### src/rtl/ecg_stage_sequencer.sv
// Purpose: steps one ECG sample through NUM_STAGES processing stages, one start pulse per stage.
// Latency: sample_valid_i -> stage_start_o[0] next cycle; last done edge -> sample_done_o next cycle.
// Backpressure: one pending sample is buffered while busy; further samples drop and set overrun_o.
// Optional per-stage WAIT timeout is enabled by defining SEQ_TIMEOUT_EN.
module ecg_stage_sequencer #(
    parameter int NUM_STAGES = 4,
    parameter int IDX_W      = 2,
    parameter int TMO_W      = 16,
    parameter int TMO_CYCLES = 1000
) (
    input  logic                  clk,
    input  logic                  reset_n,
    input  logic                  sample_valid_i,
    input  logic [NUM_STAGES-1:0] stage_done_i,
    output logic [NUM_STAGES-1:0] stage_start_o,
    output logic [IDX_W-1:0]      stage_idx_o,
    output logic                  busy_o,
    output logic                  sample_done_o,
    output logic                  overrun_o,
    output logic                  timeout_o,
    output logic [IDX_W-1:0]      err_stage_o
);

    typedef enum logic [1:0] {IDLE, ISSUE, WAIT, DONE} state_t;

    if (NUM_STAGES < 2 || NUM_STAGES > 2**IDX_W || TMO_CYCLES < 1 || TMO_CYCLES >= 2**TMO_W) begin : g_bad_params
        $error("ecg_stage_sequencer: illegal parameter combination");
    end

    state_t                  state;
    logic [IDX_W-1:0]        idx;
    logic                    pending;
    logic                    flag;
    logic [NUM_STAGES-1:0]   prev;
    logic                    overrun;
    logic [NUM_STAGES-1:0]   rise;
    logic                    cur_edge;
    logic                    last_stage;

    assign rise       = stage_done_i & ~prev;
    assign cur_edge   = rise[idx];
    assign last_stage = (idx == IDX_W'(NUM_STAGES - 1));

`ifdef SEQ_TIMEOUT_EN
    logic [TMO_W-1:0] tmo_cnt;
    logic             timeout_q;
    logic [IDX_W-1:0] err_q;
    assign timeout_o   = timeout_q;
    assign err_stage_o = err_q;
`else
    assign timeout_o   = 1'b0;
    assign err_stage_o = '0;
`endif

    always_ff @(posedge clk) begin
        if (!reset_n) begin
            state   <= IDLE;
            idx     <= '0;
            pending <= 1'b0;
            flag    <= 1'b0;
            prev    <= '0;
            overrun <= 1'b0;
`ifdef SEQ_TIMEOUT_EN
            tmo_cnt   <= '0;
            timeout_q <= 1'b0;
            err_q     <= '0;
`endif
        end else begin
            prev <= stage_done_i;
            // Samples arriving while busy go to the single pending slot; a full slot drops them.
            if (sample_valid_i && state != IDLE) begin
                if (!pending) pending <= 1'b1;
                else          overrun <= 1'b1;
            end
            case (state)
                IDLE: begin
                    if (sample_valid_i || pending) begin
                        state   <= ISSUE;
                        idx     <= '0;
                        pending <= 1'b0;
                    end
                end
                ISSUE: begin
                    flag  <= cur_edge;
                    state <= WAIT;
`ifdef SEQ_TIMEOUT_EN
                    tmo_cnt <= '0;
`endif
                end
                WAIT: begin
                    if (flag || cur_edge) begin
                        flag <= 1'b0;
                        if (last_stage) begin
                            state <= DONE;
                        end else begin
                            idx   <= idx + IDX_W'(1);
                            state <= ISSUE;
                        end
                    end
`ifdef SEQ_TIMEOUT_EN
                    else if (tmo_cnt == TMO_W'(TMO_CYCLES - 1)) begin
                        state     <= DONE;
                        timeout_q <= 1'b1;
                        pending   <= 1'b0;
                        if (!timeout_q) err_q <= idx;
                    end else begin
                        tmo_cnt <= tmo_cnt + TMO_W'(1);
                    end
`endif
                end
                DONE: begin
                    idx <= '0;
                    // A sample arriving now is consumed directly instead of parking in the slot.
                    pending <= 1'b0;
                    if (pending || sample_valid_i) state <= ISSUE;
                    else                           state <= IDLE;
                end
                default: state <= IDLE;
            endcase
        end
    end

    assign stage_start_o = (state == ISSUE) ? (NUM_STAGES'(1) << idx) : '0;
    assign stage_idx_o   = idx;
    assign busy_o        = (state != IDLE);
    assign sample_done_o = (state == DONE);
    assign overrun_o     = overrun;

endmodule

### config.mk
export PLATFORM = sky130hd
export DESIGN_NAME = ecg_stage_sequencer
export DESIGN_NICKNAME = d
export VERILOG_FILES = /design/src/rtl/ecg_stage_sequencer.sv
export SDC_FILE = /design/constraint.sdc
export NUM_CORES = 1
export LEC_CHECK = 0
export CAP_MARGIN = 20
export CORE_MARGIN = 1.5
export CORE_UTILIZATION = 29
export CTS_CLUSTER_SIZE = 20
export DETAILED_ROUTE_END_ITERATION = 10
export PLACE_DENSITY_LB_ADDON = 0.25
export SYNTH_ARGS = -nofsm -noshare
export SYNTH_HDL_FRONTEND = slang
export SYNTH_SLANG_ARGS = --single-unit
### constraint.sdc
create_clock -name clk -period 2.7 [get_ports clk]
set_input_delay 0.675 -clock clk [delete_from_list [all_inputs] [get_ports clk]]
set_output_delay 0.675 -clock clk [all_outputs]
set_load 0.01 [all_outputs]
Word level (Yosys, flattened, before mapping)
Index checks and enable logic that the tools add are counted.
{ "word_totals": {"register_bits": 11, "inputBits": 7, "elab_cells": 46} }
{ "classes": {"add_sub_neg": 1, "order_cmp": 1, "eq_ne": 7, "n_shift": 1, "muxes": 17, "n_bitwise": 2, "reduce_logical": 11} }
{ "ops": {"columns": ["op", "count"], "rows": [
  ["two-way mux 2 bit", 6],
  ["one-hot mux 2 bit (4 select lines)", 1],
  ["equality test 2 bit (second input constant)", 3],
  ["inequality test 2 bit (second input constant)", 3],
  ["one-hot mux 2 bit (3 select lines)", 1],
  ["AND reduction 2 bit", 3],
  ["two-way mux 1 bit", 5],
  ["AND 4 bit", 1],
  ["two-way mux 4 bit", 1],
  ["inverter 4 bit", 1],
  ["one-hot mux 1 bit (2 select lines)", 2],
  ["AND reduction 4 bit", 1],
  ["nonzero test 2 bit", 2],
  ["left shift 1 x 2 -> 4 bit (first input constant)", 1],
  ["less-than comparator 2 x 3 -> 1 bit (second input constant)", 1],
  ["nonzero test 3 bit", 1],
  ["adder 2 x 1 -> 2 bit (second input constant)", 1],
  ["binary-select mux 1 bit (select 2 bit)", 1],
  ["equality test 2 x 1 -> 1 bit (second input constant)", 1],
  ["zero test 2 bit", 1],
  ["logical OR 1 bit", 2],
  ["logical AND 1 bit", 1]
]} }

Logic depth before layout (Yosys ltp)
Gate-level depths: netlist of run 1.
{ "logic_depth": {"ltp_word": 7, "ltp_mapped": 6, "depth_no_buf": 6} }

Worst setup path before layout of run 1
Ideal clock, no wire load.
{ "synth_timing": {"kind": "input to register", "startpoint": "input port stage_done_i[3]", "endpoint": "register state[0]", "setup_ns": 0.119, "arrival_time_ns": 1.518, "slack_ns": 1.064, "stages": 4, "path_buffers": 0, "path_cell_list": "and4b_1 > nor4_4 > a21oi_1 > o221a_1"} }
{ "synth_via": {"elab_chain_len": 6} }
{ "synth_lines": {"columns": ["element", "line", "rtl"], "rows": [
  ["from (decl)", "14", "input logic [NUM_STAGES-1:0] stage_done_i,"],
  ["AND 4 bit", "40", "assign rise = stage_done_i & ~prev;"],
  ["binary-select mux 1 bit (select 2 bit)", "41", "assign cur_edge = rise[idx];"],
  ["two-way mux 1 bit (implied by the code)", "41", null],
  ["logical OR 1 bit", "91", "if (flag || cur_edge) begin"],
  ["inequality test 2 bit (no line)", null, null],
  ["AND reduction 2 bit (no line)", null, null],
  ["to (signal assigned)", "57", "state <= IDLE;"],
  ["to (signal assigned)", "94", "state <= DONE;"],
  ["to (signal assigned)", "97", "state <= ISSUE;"],
  ["to (decl)", "30", "state_t state;"]
]} }
No other way between the ends. The select of a mux whose other input is x is not followed.
A chain may end at the register's enable or synchronous reset.

Worst setup path after layout of run 1
{ "layout_timing": {"startpoint": "register state[1]", "endpoint": "output port stage_start_o[3]"} }
{ "layout_via": {"elab_chain_len": 2} }
{ "layout_lines": {"columns": ["element", "line", "rtl"], "rows": [
  ["from (signal assigned)", "57", null],
  ["from (signal assigned)", "78", "state <= ISSUE;"],
  ["from (signal assigned)", "85", "state <= WAIT;"],
  ["equality test 2 x 1 -> 1 bit", "123", "assign stage_start_o = (state == ISSUE) ? (NUM_STAGES'(1) << idx) : '0;"],
  ["two-way mux 4 bit", "123", null],
  ["to (decl)", "15", "output logic [NUM_STAGES-1:0] stage_start_o,"]
]} }
No other way between the ends.

==> results.py, run 1 <==
metrics = {
    "cells_and_area": {
        "multi_input_area_um2": 400,
        "areaGrowthSynthToFinish_pct": 29.1,
        "register_area_um2": 220,
        "diodes": 0,
        "finish.utilization_pct": 39.0,
        "fillers": 233,
        "drive_gt1_share_pct": 8.14,
        "nets": 102,
    },
    "yosys": {
        "synth_cell_types": 25,
        "syn_area_per_cell_um2": 9.59,
        "ys_async_sr_fraction_pct": 0,
        "netlist_instances": 69,
        "yosysMostFrequentCell": "dfxtp_1",
        "yosysWarningCount": 0,
        "synth_area_leaders": "dfxtp_1 (33%), ha_1 (15%), and2_1 (8.5%), and4bb_1 (3.8%), buf_4 (3.4%)",
        "syn_area_um2": 662,
        "synth_common_cells": "dfxtp_1 (11), and2_1 (9), ha_1 (8), inv_1 (6), nand2_1 (4)",
        "synth_top_cell_area_share_pct": 33.3,
        "synth_edf_count": 0,
        "yosysSeqAreaShare_pct": 33.3,
        "synth_seq_cells": 11,
        "synth_ff_type": "dfxtp_1",
        "synth.largest_area_cell": "dfxtp_1",
    },
    "routing": {
        "firstDrtPassIters": 2,
        "routed_via_density": 4.66,
        "wl_per_cell_um": 11.0,
        "drc": 0,
        "drt-initial-drc-count": 9,
        "dr_total_vias": 531,
        "routed_wl_mm": 1.26,
        "postRouteAntennaNets": 0,
    },
    "worst_setup_path": {
        "required_ns": 2.03,
        "arrival_ns": 1.74,
        "reg2reg_depth": 6,
        "crit_type": "reg2out",
        "worst_setup_path_start_kind": "flip-flop",
        "end_kind": "output port",
        "cp_max_fo": 7,
    },
    "global_route": {
        "antenna_found_initial": 0,
        "grt_pass1_wl_mm": 2.16,
        "grt_pass1_vias": 516,
        "grt_start_max_net_pins": 13,
        "track_usage_pct": 11.2,
        "gr-total-overflow": 0,
    },
    "timing": {
        "setup_violations": 0,
        "skew_ns": 0.00231,
        "fin_crit_ns": 2.41,
        "setup_slack_ns": 0.290,
        "timing.hold.ws_ns": 0.477,
        "slew_violations": 0,
        "rsz0062_at_grt": "no",
        "min_period_over_period_pct": 89.3,
        "hold_viol": 0,
        "max_freq_ghz": 0.415,
        "tns_ns": 0,
    },
    "clocking": {
        "clk_latency_ns": 0.27,
        "cts_buffer_depth": 2,
        "path_clk_slew_ns": 0.07,
        "clockRootBuffer": "clkbuf_4",
        "cts_setup_buffers": 0,
        "post_cts_resized": 0,
        "ctsHoldBuffers": 0,
        "cts_tree": "built",
        "h-tree-depth": 1,
        "clock-sinks": 11,
        "numCtsBuffers": 3,
    },
    "die": {
        "ios": 19,
        "dieArea_um2": 2580,
        "die_y_um": 50.8,
        "rows": 17,
        "coreArea_um2": 2190,
        "initial_core_util_pct": 30.2,
        "fp.dieW_um": 50.8,
    },
    "pwr": {
        "p_leak_nw": 0.366,
        "ir_worst_vdd_mv": 0.274,
        "power_per_cell_area_nw_per_um2": 676,
    },
    "place": {
        "port_buffers": 15,
        "place_congestion": 0.733,
        "preCtsSetupSlack_ns": 0.564,
        "dpl.hpwl_um": 921,
    },
    "worst_hold_path": {
        "hold-path-cell-count": 2,
        "worst_hold_path_type": "reg2reg",
    },
    "run": {
        "drv_cap": 0,
    },
    "outcome": {
        "status": "finished clean",
    },
}
==> placed cells by master (no fill, tap or decap), types with 2 or more instances in the layout <==
master and count:
mux2i_1 2, nand2_1 4, clkdlybuf4s50_1 15, nor2_1 2
conb_1 3, dfxtp_1 11, a21oi_1 3, and4bb_1 2
o21ai_0 2, ha_1 8, inv_1 6, nand3_1 3
nor2b_1 2, and2_1 9, clkbuf_4 3
==> path summary, 6_finish.rpt <==
| kind | start | to | slack, ns |
|---|---|---|---|
| worst max-delay path | state[1]$_SDFFE_PN0P_ | stage_start_o[3] | 0.29 |
| worst min-delay path | overrun_o$_SDFFE_PN0P_ | overrun_o$_SDFFE_PN0P_ | 0.48 |
| worst max register to register | state[1]$_SDFFE_PN0P_ | state[0]$_SDFFE_PN0P_ | 1.00 |
| worst min register to register | overrun_o$_SDFFE_PN0P_ | overrun_o$_SDFFE_PN0P_ | 0.48 |
==> kinds of logic (layout without fill, tap and decap cells) <==
| logic type | after synthesis | in the layout | synth area share [%] |
|---|---|---|---|
| compound gates | 10 | 10 | 11.5 |
| fa+ha+maj | 8 | 8 | 15.1 |
| buf+inv | 10 | 25 | 7.37 |
| flops | 11 | 11 | 33.3 |
| mux | 2 | 2 | 3.02 |
| other cells | 1 | 3 | 0.567 |
| simple gates | 27 | 27 | 29.1 |
==> worst max-delay path: stages, from the launching register on <==
cell	delay [ns]
dfxtp_1	0.34
inv_1	0.14
ha_1	0.29
and2_1	0.18
clkdlybuf4s50_1	0.53
==> stage by stage <==
stage,area [um2],std cells,power [mW]
3_5_place_dp,828,110,0.467
2_1_floorplan,669,71,0.381
6_report,855,114,0.578
4_1_cts,855,114,0.586
3_3_place_gp,828,110,0.466
5_1_grt,855,114,0.630
==> report_power, final <==
| group | total, mW | leakage [nW] | internal [mW] | switching [mW] |
|---|---|---|---|---|
| clock network | 0.113 | 0.0150 | 0.0571 | 0.0559 |
| registers | 0.217 | 0.0904 | 0.189 | 0.0282 |
| logic | 0.248 | 0.260 | 0.124 | 0.123 |
==> flip-flops by register name, summed over array words and instances (netlist names) <==
signal	count
state	2
stage_idx_o	2
flag	1
prev	4
pending	1
overrun_o	1
==> cell type report <==
cell class	count	area share (%)
multi-input cells	50	46.9
flip-flops and latches	11	25.8
well taps	28	4.10
clock buffers	4	3.07
inverters	6	2.64
repair buffers	15	17.6
==> layer usage <==
metal  up-vias  wire [um]  track usage, %
li1        267          -               -
met1       247        610            14.0
met2        15        581            17.3
met3         2         53            2.68
met4         0         11            6.76
met5         -          0               0
No activity file was read; power rests on OpenSTA's default activity.
==> inputs of run 2 (changes only) <==
--- a/config.mk
+++ b/config.mk
@@ -10,7 +10,9 @@
 export CORE_UTILIZATION = 29
 export CTS_CLUSTER_SIZE = 20
 export DETAILED_ROUTE_END_ITERATION = 10
+export GPL_TIMING_DRIVEN = 0
 export PLACE_DENSITY_LB_ADDON = 0.25
+export RECOVER_POWER = 25
 export SYNTH_ARGS = -nofsm -noshare
 export SYNTH_HDL_FRONTEND = slang
 export SYNTH_SLANG_ARGS = --single-unit
==> results.py, run 2 (synthesized netlist as in run 1, its figures left out) <==
metrics = {
    "routing": {
        "firstDrtPassIters": 2,
        "dr_total_vias": 527,
        "routed_wl_mm": 1.19,
        "drt-initial-drc-count": 5,
        "routed_via_density": 4.47,
        "wl_per_cell_um": 10.1,
        "postRouteAntennaNets": 0,
        "drc": 0,
    },
    "global_route": {
        "gr-total-overflow": 0,
        "grt_pass1_wl_mm": 1.99,
        "track_usage_pct": 10.4,
        "grt_pass1_vias": 485,
        "grt_start_max_net_pins": 11,
        "antenna_found_initial": 0,
    },
    "die": {
        "initial_core_util_pct": 30.2,
        "coreArea_um2": 2190,
        "fp.dieW_um": 50.8,
        "dieArea_um2": 2580,
        "die_y_um": 50.8,
        "ios": 19,
        "rows": 17,
    },
    "worst_setup_path": {
        "startpoint": "state[1]$_SDFFE_PN0P_",
        "worst_setup_path_start_kind": "flip-flop",
        "cp_cell_sequence": "inv_1 > ha_1 > and2_1 > clkdlybuf4s50_1",
        "end_kind": "output port",
        "max_stage_delay_ns": 0.54,
        "required_ns": 2.03,
        "arrival_ns": 1.73,
        "r2r-start": "state[1]$_SDFFE_PN0P_",
        "crit_type": "reg2out",
        "rrSetupSlack_ns": 1.04,
        "cp_slowest_cell": "clkdlybuf4s50_1",
        "cp_max_fo": 7,
    },
    "clocking": {
        "h-tree-depth": 1,
        "ctsHoldBuffers": 0,
        "post_cts_resized": 0,
        "clock-sinks": 11,
        "numCtsBuffers": 3,
        "cts_tree": "built",
        "cts_buffer_depth": 2,
        "path_clk_slew_ns": 0.08,
        "clockRootBuffer": "clkbuf_4",
        "clk_latency_ns": 0.27,
        "cts_setup_buffers": 0,
    },
    "cells_and_area": {
        "layout_common_cells": "clkdlybuf4s50_1 (13), dfxtp_1 (11), and2_1 (8), ha_1 (8), inv_1 (6)",
        "layout_commonest_cell": "clkdlybuf4s50_1",
        "instances_no_fill": 118,
        "nets": 106,
        "largest-register": "prev",
        "fin_area_um2": 881,
        "drive_gt1_share_pct": 11.1,
        "finish.utilization_pct": 40.2,
        "areaGrowthSynthToFinish_pct": 33.1,
        "largest_reg_flops": 4,
        "diodes": 0,
    },
    "timing": {
        "fin_crit_ns": 2.40,
        "setup_violations": 0,
        "setup_slack_ns": 0.298,
        "min_period_over_period_pct": 89.0,
        "hold_viol": 0,
        "slew_violations": 0,
        "rsz0062_at_grt": "no",
        "skew_ns": 0.0105,
        "tns_ns": 0,
        "max_freq_ghz": 0.416,
        "timing.hold.ws_ns": 0.487,
    },
    "worst_hold_path": {
        "min-delay-start": "overrun_o$_SDFFE_PN0P_",
        "worst_hold_path_type": "reg2reg",
    },
    "place": {
        "place_congestion": 0.793,
        "preCtsSetupSlack_ns": 0.563,
        "port_buffers": 15,
        "dpl.hpwl_um": 913,
        "placed_cell_area_um2": 855,
        "dp.cells": 114,
    },
    "run": {
        "drv_cap": 0,
    },
    "pwr": {
        "switching_share_pct": 35.1,
        "power_frac_comb_pct": 42.7,
        "power_per_cell_area_nw_per_um2": 651,
        "ir_worst_vdd_mv": 0.410,
        "p_sw_mw": 0.201,
        "p_leak_nw": 0.383,
        "p_total_mw": 0.573,
        "p_int_mw": 0.372,
        "seq_power_share_pct": 37.5,
        "p_clk_share_pct": 19.8,
    },
    "outcome": {
        "status": "finished clean",
    },
}
-- run 2: cell count changes in the layout (fill, tap and decap cells not counted) --
cell | before | now
dlygate4sd3_1 | 0 | 2
and2_1 | 9 | 8
clkbuf_1 | 1 | 2
clkdlybuf4s50_1 | 15 | 13
and2_0 | 0 | 1
buf_4 | 0 | 3
-- run 2: worst paths after layout --
check,cells past startpoint,end
setup / recovery,4,stage_start_o[3]
hold / removal,2,overrun_o$_SDFFE_PN0P_
setup reg to reg,6,state[0]$_SDFFE_PN0P_
hold reg to reg,2,overrun_o$_SDFFE_PN0P_
-- run 2: layout make-up --
type                            count  area [um2]
Timing Repair Buffer               15         150
Multi-Input combinational cell     50         400
Tap cell                           28        35.0
Sequential cell                    11         220
Inverter                            6        22.5
Buffer                              4        26.3
Fill cell                         227        1310
Clock buffer                        4        26.3
-- run 2: metal layers --
metal / wire length (um) / up-vias / GRT usage, % / share of wire [%]
met3: 97 / 0 / 5.65 / 8.1
met5: 0 / - / 0 / 0
met4: 0 / 0 / 2.70 / 0
met1: 563 / 235 / 12.3 / 47
li1: - / 276 / - / -
met2: 530 / 16 / 16.4 / 45
-- run 2: power by group through the flow --
stage	Clock, mW	Combinational [mW]	Sequential [mW]
after floorplan	0	0.167	0.214
after global placement	0	0.246	0.219
after detailed placement	0	0.246	0.219
after CTS	0.119	0.248	0.215
after global routing	0.132	0.271	0.221
final	0.114	0.245	0.215
-- run 2: critical path: cells and delay by family (launching register included) --
| family | cells | cell delay [ns] |
|---|---|---|
| buf+inv | 2 | 0.66 |
| fa+ha+maj | 1 | 0.28 |
| simple gates | 1 | 0.17 |
| flops | 1 | 0.34 |
==> inputs of run 3 (changes only) <==
--- a/config.mk
+++ b/config.mk
@@ -8,6 +8,7 @@
 export CAP_MARGIN = 20
 export CORE_MARGIN = 1.5
 export CORE_UTILIZATION = 29
+export CTS_CLUSTER_DIAMETER = 120
 export CTS_CLUSTER_SIZE = 20
 export DETAILED_ROUTE_END_ITERATION = 10
 export GPL_TIMING_DRIVEN = 0
==> constraint.sdc (replaced) <==
create_clock -name clk -period 3 [get_ports clk]
set_input_delay 0.75 -clock clk [delete_from_list [all_inputs] [get_ports clk]]
set_output_delay 0.75 -clock clk [all_outputs]
set_load 0.01 [all_outputs]
==> results of run 3 <==
Same layout as run 2 (identical final DEF). Status: finished clean.
Main changes from that run: setup slack after placement 0.563 ns -> 0.788 ns; setup slack after layout 0.298 ns -> 0.523 ns; register-to-register setup slack 1.04 ns -> 1.34 ns; total power 0.573 mW -> 0.516 mW; worst IR drop on VDD 0.410 mV -> 0.369 mV
==> edit 1, RTL diff (config.mk and constraints of run 2) <==
Add an input register stage for `sample_valid_i` and `stage_done_i`, without a reset; this delays them by one clock. Comments in the files are not updated.
--- a/src/rtl/ecg_stage_sequencer.sv
+++ b/src/rtl/ecg_stage_sequencer.sv
@@ -24,4 +24,12 @@
     typedef enum logic [1:0] {IDLE, ISSUE, WAIT, DONE} state_t;
 
+    logic sample_valid_q;
+    logic [NUM_STAGES-1:0] stage_done_q;
+
+    always_ff @(posedge clk) begin
+        sample_valid_q <= sample_valid_i;
+        stage_done_q   <= stage_done_i;
+    end
+
     if (NUM_STAGES < 2 || NUM_STAGES > 2**IDX_W || TMO_CYCLES < 1 || TMO_CYCLES >= 2**TMO_W) begin : g_bad_params
         $error("ecg_stage_sequencer: illegal parameter combination");
@@ -38,5 +46,5 @@
     logic                    last_stage;
 
-    assign rise       = stage_done_i & ~prev;
+    assign rise       = stage_done_q & ~prev;
     assign cur_edge   = rise[idx];
     assign last_stage = (idx == IDX_W'(NUM_STAGES - 1));
@@ -67,7 +75,7 @@
 `endif
         end else begin
-            prev <= stage_done_i;
+            prev <= stage_done_q;
             // Samples arriving while busy go to the single pending slot; a full slot drops them.
-            if (sample_valid_i && state != IDLE) begin
+            if (sample_valid_q && state != IDLE) begin
                 if (!pending) pending <= 1'b1;
                 else          overrun <= 1'b1;
@@ -75,5 +83,5 @@
             case (state)
                 IDLE: begin
-                    if (sample_valid_i || pending) begin
+                    if (sample_valid_q || pending) begin
                         state   <= ISSUE;
                         idx     <= '0;
@@ -113,5 +121,5 @@
                     // A sample arriving now is consumed directly instead of parking in the slot.
                     pending <= 1'b0;
-                    if (pending || sample_valid_i) state <= ISSUE;
+                    if (pending || sample_valid_q) state <= ISSUE;
                     else                           state <= IDLE;
                 end
Function: changed (Yosys sat finds a counterexample within 4 cycles, from zero or initial values and one cycle with reset_n low).
==> edit 1 against run 2 <==
- sequential cell count is 5 higher
- utilization down 0.066 points
- global-route usage decreased by 0.30 points
- final area grew 14%
- wire length grew 1.0%
- setup slack lost 0.011 ns
- power is 23% higher
- area after synthesis grew 17%
- critical path type unchanged
- critical endpoint unchanged
- largest power group is now sequential cells
- highest routed layer is now met4
==> edit 1: results (changes against run 2) <==
Status -> finished, final reports clean (unchanged)
First-pass GRT wire length -> 2080 µm (was 1990 µm)
Met1 wire length -> 605 µm (was 563 µm)
DP HPWL -> 927 µm (was 913 µm)
R2r endpoint -> stage_idx_o[1] (was state[0])
Met3 wire length -> 68 µm (was 97 µm)
Net Sw Power -> 0.000227 W (was 0.000201 W)
Pleak -> 0.433 nW (was 0.383 nW)
Num CTS Buffers -> 3 (unchanged)
R2R Setup Slk -> 1.07 ns (was 1.04 ns)
Clk_lat worst skew -> 0.29 ns (was 0.27 ns)
Fin nets -> 113 (was 106)
Comb power frac -> 36.0% (was 42.7%)
Peak supply drop -> 346 µV (was 410 µV)
Area contributors post-synth -> dfxtp_1, ha_1, and2_1 (unchanged)
Total grt overflow -> 0 (unchanged)
WL met2 -> 505 µm (was 530 µm)
Reg clk slew, reported paths -> 0.10 ns (was 0.08 ns)
RD Place Congestion -> 0.712 (was 0.793)
Reg2reg start -> state[0] (was state[1])
DR iter-0 viols -> 1 (was 5)
Number of global-route vias before repair -> 478 (was 485)
Top cells by count, synth -> dfxtp_1, and2_1, ha_1 (unchanged)
P_clk -> 0.000159 W (was 0.000114 W)
Total power -> 0.000705 W (was 0.000573 W)
Uppermost layer routed -> met4 (was met3)
Vias per std cell -> 4.27 (was 4.47)
Core area -> 0.00250 mm² (was 0.00219 mm²)
Netlist cell types -> 27 (was 25)
Resize count post-CTS -> 0 (unchanged)
Clock skew -> 0.00959 ns (was 0.0105 ns)
Layout cells sized above 1 -> 12.4% (was 11.1%)
Register area share after synthesis -> 41.5% (was 33.3%)
Total GRT Usage -> 10.1% (was 10.4%)
==> edit 1: through the flow <==
stage | utilization, % | setup slack, ns | hold WS, ns | cell area, µm² | std cells
2_1_floorplan | - | 1.08 | 0.421 | 779 | 78
3_3_place_gp | 38.7 | 0.599 | 0.434 | 967 | 123
3_5_place_dp | 38.7 | 0.587 | 0.437 | 967 | 123
4_1_cts | 40.1 | 0.265 | 0.462 | 1000 | 127
5_1_grt | 40.1 | 0.174 | 0.490 | 1000 | 127
6_report | 40.1 | 0.286 | 0.459 | 1000 | 127
==> edit 1: worst min path at each step <==
stage	from	to	slack [ns]	cells after the start
final	stage_done_q[0]	prev[0]	0.46	1
after global routing	stage_done_q[0]	prev[0]	0.49	1
after CTS	stage_done_q[0]	prev[0]	0.46	1
after detailed placement	stage_done_q[0]	prev[0]	0.44	1
after global placement	stage_done_q[0]	prev[0]	0.43	1
after floorplan	stage_done_q[0]	prev[0]	0.42	1
==> edit 1: area by class of cell <==
class                   count  area [µm²]
fillers                   247        1500
well taps                  30        37.5
plain buffers               4        26.3
multi-input cells          52         410
clock buffers               4        36.3
inverters                   6        22.5
flip-flops and latches     16         320
repair buffers             15         150
==> edit 1: kinds of logic after synthesis <==
family	count (synthesis)	synth area share [%]
AOI/OAI and AO/OA	11	10.9
adders and majority gates	8	13.0
buffers and inverters	10	6.32
DFF	16	41.5
muxes	2	2.59
other	1	0.486
and+or+nand+nor	28	25.3
==> edit 1: metal layers <==
metal	vias to the layer above	GRT usage, %
li1	295	-
met1	228	13.8
met2	15	13.5
met3	4	3.55
met4	0	6.25
met5	-	0
==> edit 2, RTL diff (config.mk and constraints of run 2) <==
Made on the original files. Build with the macro `SEQ_TIMEOUT_EN` defined.
--- a/src/rtl/ecg_stage_sequencer.sv
+++ b/src/rtl/ecg_stage_sequencer.sv
@@ -3,4 +3,6 @@
 // Backpressure: one pending sample is buffered while busy; further samples drop and set overrun_o.
 // Optional per-stage WAIT timeout is enabled by defining SEQ_TIMEOUT_EN.
+`define SEQ_TIMEOUT_EN
+
 module ecg_stage_sequencer #(
     parameter int NUM_STAGES = 4,
Behaviour: no difference found for any inputs over 10 cycles, from zero or initial values and one cycle with reset_n low; that may be too few to reach the edited logic, so the function may still have changed.
==> edit 2 against run 2 <==
- via count rose to 3.1 times the old value
- clock skew fell by 0.0065 ns
- synthesized cell count rose to 3.0 times the old value
- power rose by 130%
- maximum frequency fell by 4.1%
- critical path depth rose by 2
- non-clock buffer count rose by 7
- setup slack got worse by 0.10 ns
- sequential cell count rose by 19
- clock power rose to 3.0 times the old value
- area after synthesis rose to 2.7 times the old value
- wire length rose to 3.9 times the old value
- final area rose by 140%
- largest cell class unchanged
==> edit 2: results (changes against run 2) <==
Reg clk slew, reported paths -> 0.06 ns (was 0.08 ns)
R2R depth -> 5 (was 6)
Top cells by count, synth -> dfxtp_1, nor2_1, nand3_1 (was dfxtp_1, and2_1, ha_1)
Fin nets -> 245 (was 106)
First-pass GRT wire length -> 7520 µm (was 1990 µm)
IO buf count -> 17 (was 15)
Clk_lat worst skew -> 0.29 ns (was 0.27 ns)
Total GRT Usage -> 15.1% (was 10.4%)
Number of global-route vias before repair -> 1,509 (was 485)
Critical Path AT -> 2.70 ns (was 1.73 ns)
R2R Setup Slk -> 0.46 ns (was 1.04 ns)
#FFs+latches synth -> 30 (was 11)
Largest fanout on the critical path -> 8 (was 7)
Peak supply drop -> 270 µV (was 410 µV)
Root buf cell -> clkbuf_8 (was clkbuf_4)
Register area share after synthesis -> 33.9% (was 33.3%)
Crit path from -> stage_done_i[3] (was state[1])
Status -> finished, final reports clean (unchanged)
CTS Buffer Depth -> 2 (unchanged)
Clk sink count -> 30 (was 11)
Area contributors post-synth -> dfxtp_1, ha_1, nand3_1 (was dfxtp_1, ha_1, and2_1)
RD Place Congestion -> 0.794 (was 0.793)
Netlist cell types -> 55 (was 25)
DP HPWL -> 3210 µm (was 913 µm)
DR iter-0 viols -> 136 (was 5)
Pleak -> 0.775 nW (was 0.383 nW)
Asr flop ratio synth -> 0% (unchanged)
Num CTS Buffers -> 5 (was 3)
Layout cells sized above 1 -> 7.86% (was 11.1%)
Critical Path Sink -> tmo_cnt[3] (was stage_start_o[3])
Drt pass-1 iters -> 4 (was 2)
Reg2reg start -> stage_idx_o[1] (was state[1])
Clock skew -> 0.00402 ns (was 0.0105 ns)
Drt total wl -> 4590 µm (was 1190 µm)
Core area -> 0.00592 mm² (was 0.00219 mm²)
Vias per std cell -> 5.40 (was 4.47)
Placed instance area -> 0.00203 mm² (was 855 µm²)
## edit 2: changes by cell type in the layout (fill, tap and decap cells not counted), sizes merged, moves of 4 or more
cell           run 2  this run
nand2              4        13
o21ai              2         7
inv                6        12
clkbuf             5        14
nor2               2        17
dfxtp             11        30
nor4               1         7
nor3               0         8
a21oi              3         7
and4               0         4
and3               0         5
nand3              3        15
nand4              1         6
## edit 2: stage by stage
stage	utilization [%]	cells	power [W]	setup slack, ns
6_report	35.6	304	0.00131	0.196
3_3_place_gp	34.3	297	0.000975	-0.0760
2_1_floorplan	-	205	0.000804	0.555
5_1_grt	35.6	304	0.00139	0.0539
4_1_cts	35.6	304	0.00132	0.177
3_5_place_dp	34.3	297	0.000973	-0.100
## edit 2: layout make-up
class                   instances  area, µm²
clock buffers                   7       76.3
fillers                       626       3810
well taps                      75       93.8
plain buffers                   9       36.3
inverters                      12       45.0
flip-flops and latches         30        601
repair buffers                 17        170
multi-input cells             154       1090
## edit 2: worst min path at each step
stage / startpoint / end / slack, ns / cells past startpoint
after floorplan: tmo_cnt[12] / tmo_cnt[12] / 0.48 / 2
after global placement: overrun_o / overrun_o / 0.46 / 2
after detailed placement: overrun_o / overrun_o / 0.47 / 2
after CTS: overrun_o / overrun_o / 0.49 / 2
after global routing: err_stage_o[0] / err_stage_o[0] / 0.53 / 2
final: overrun_o / overrun_o / 0.48 / 2
## edit 2: routing by layer
metal / GRT usage [%] / vias to the layer above / share of wire [%]
met5: 0 / - / 0
met4: 7.07 / 0 / 1.3
met3: 3.82 / 9 / 5.3
met2: 23.9 / 47 / 45
met1: 19.1 / 775 / 49
li1: - / 811 / -
## edit 2: where the power goes
group / internal (W) / switching [W] / leakage (nW) / total [W]
clock: 0.000177 / 0.000169 / 0.0383 / 0.000346
combinational: 0.000148 / 0.000310 / 0.494 / 0.000457
sequential: 0.000469 / 0.0000384 / 0.243 / 0.000507
total: 0.000794 / 0.000517 / 0.775 / 0.00131
## edit 2: critical path, cell delays in order
cell and delay [ns]:
clkdlybuf4s50_1 0.42, and4b_1 0.22, nor4_4 0.51, nand3_2 0.25, or4_1 0.54, o31ai_1 0.08
## edit 2: kinds of logic (layout without fill, tap and decap cells)
group,after synthesis,in the layout,synth area share (%)
muxes,3,3,1.70
adders and majority gates,9,9,6.37
AOI/OAI and AO/OA,43,43,17.8
xor gates and xnor gates,2,2,0.990
and+or+nand+nor,97,97,34.7
buffers and inverters,21,45,4.60
DFF,30,30,33.9
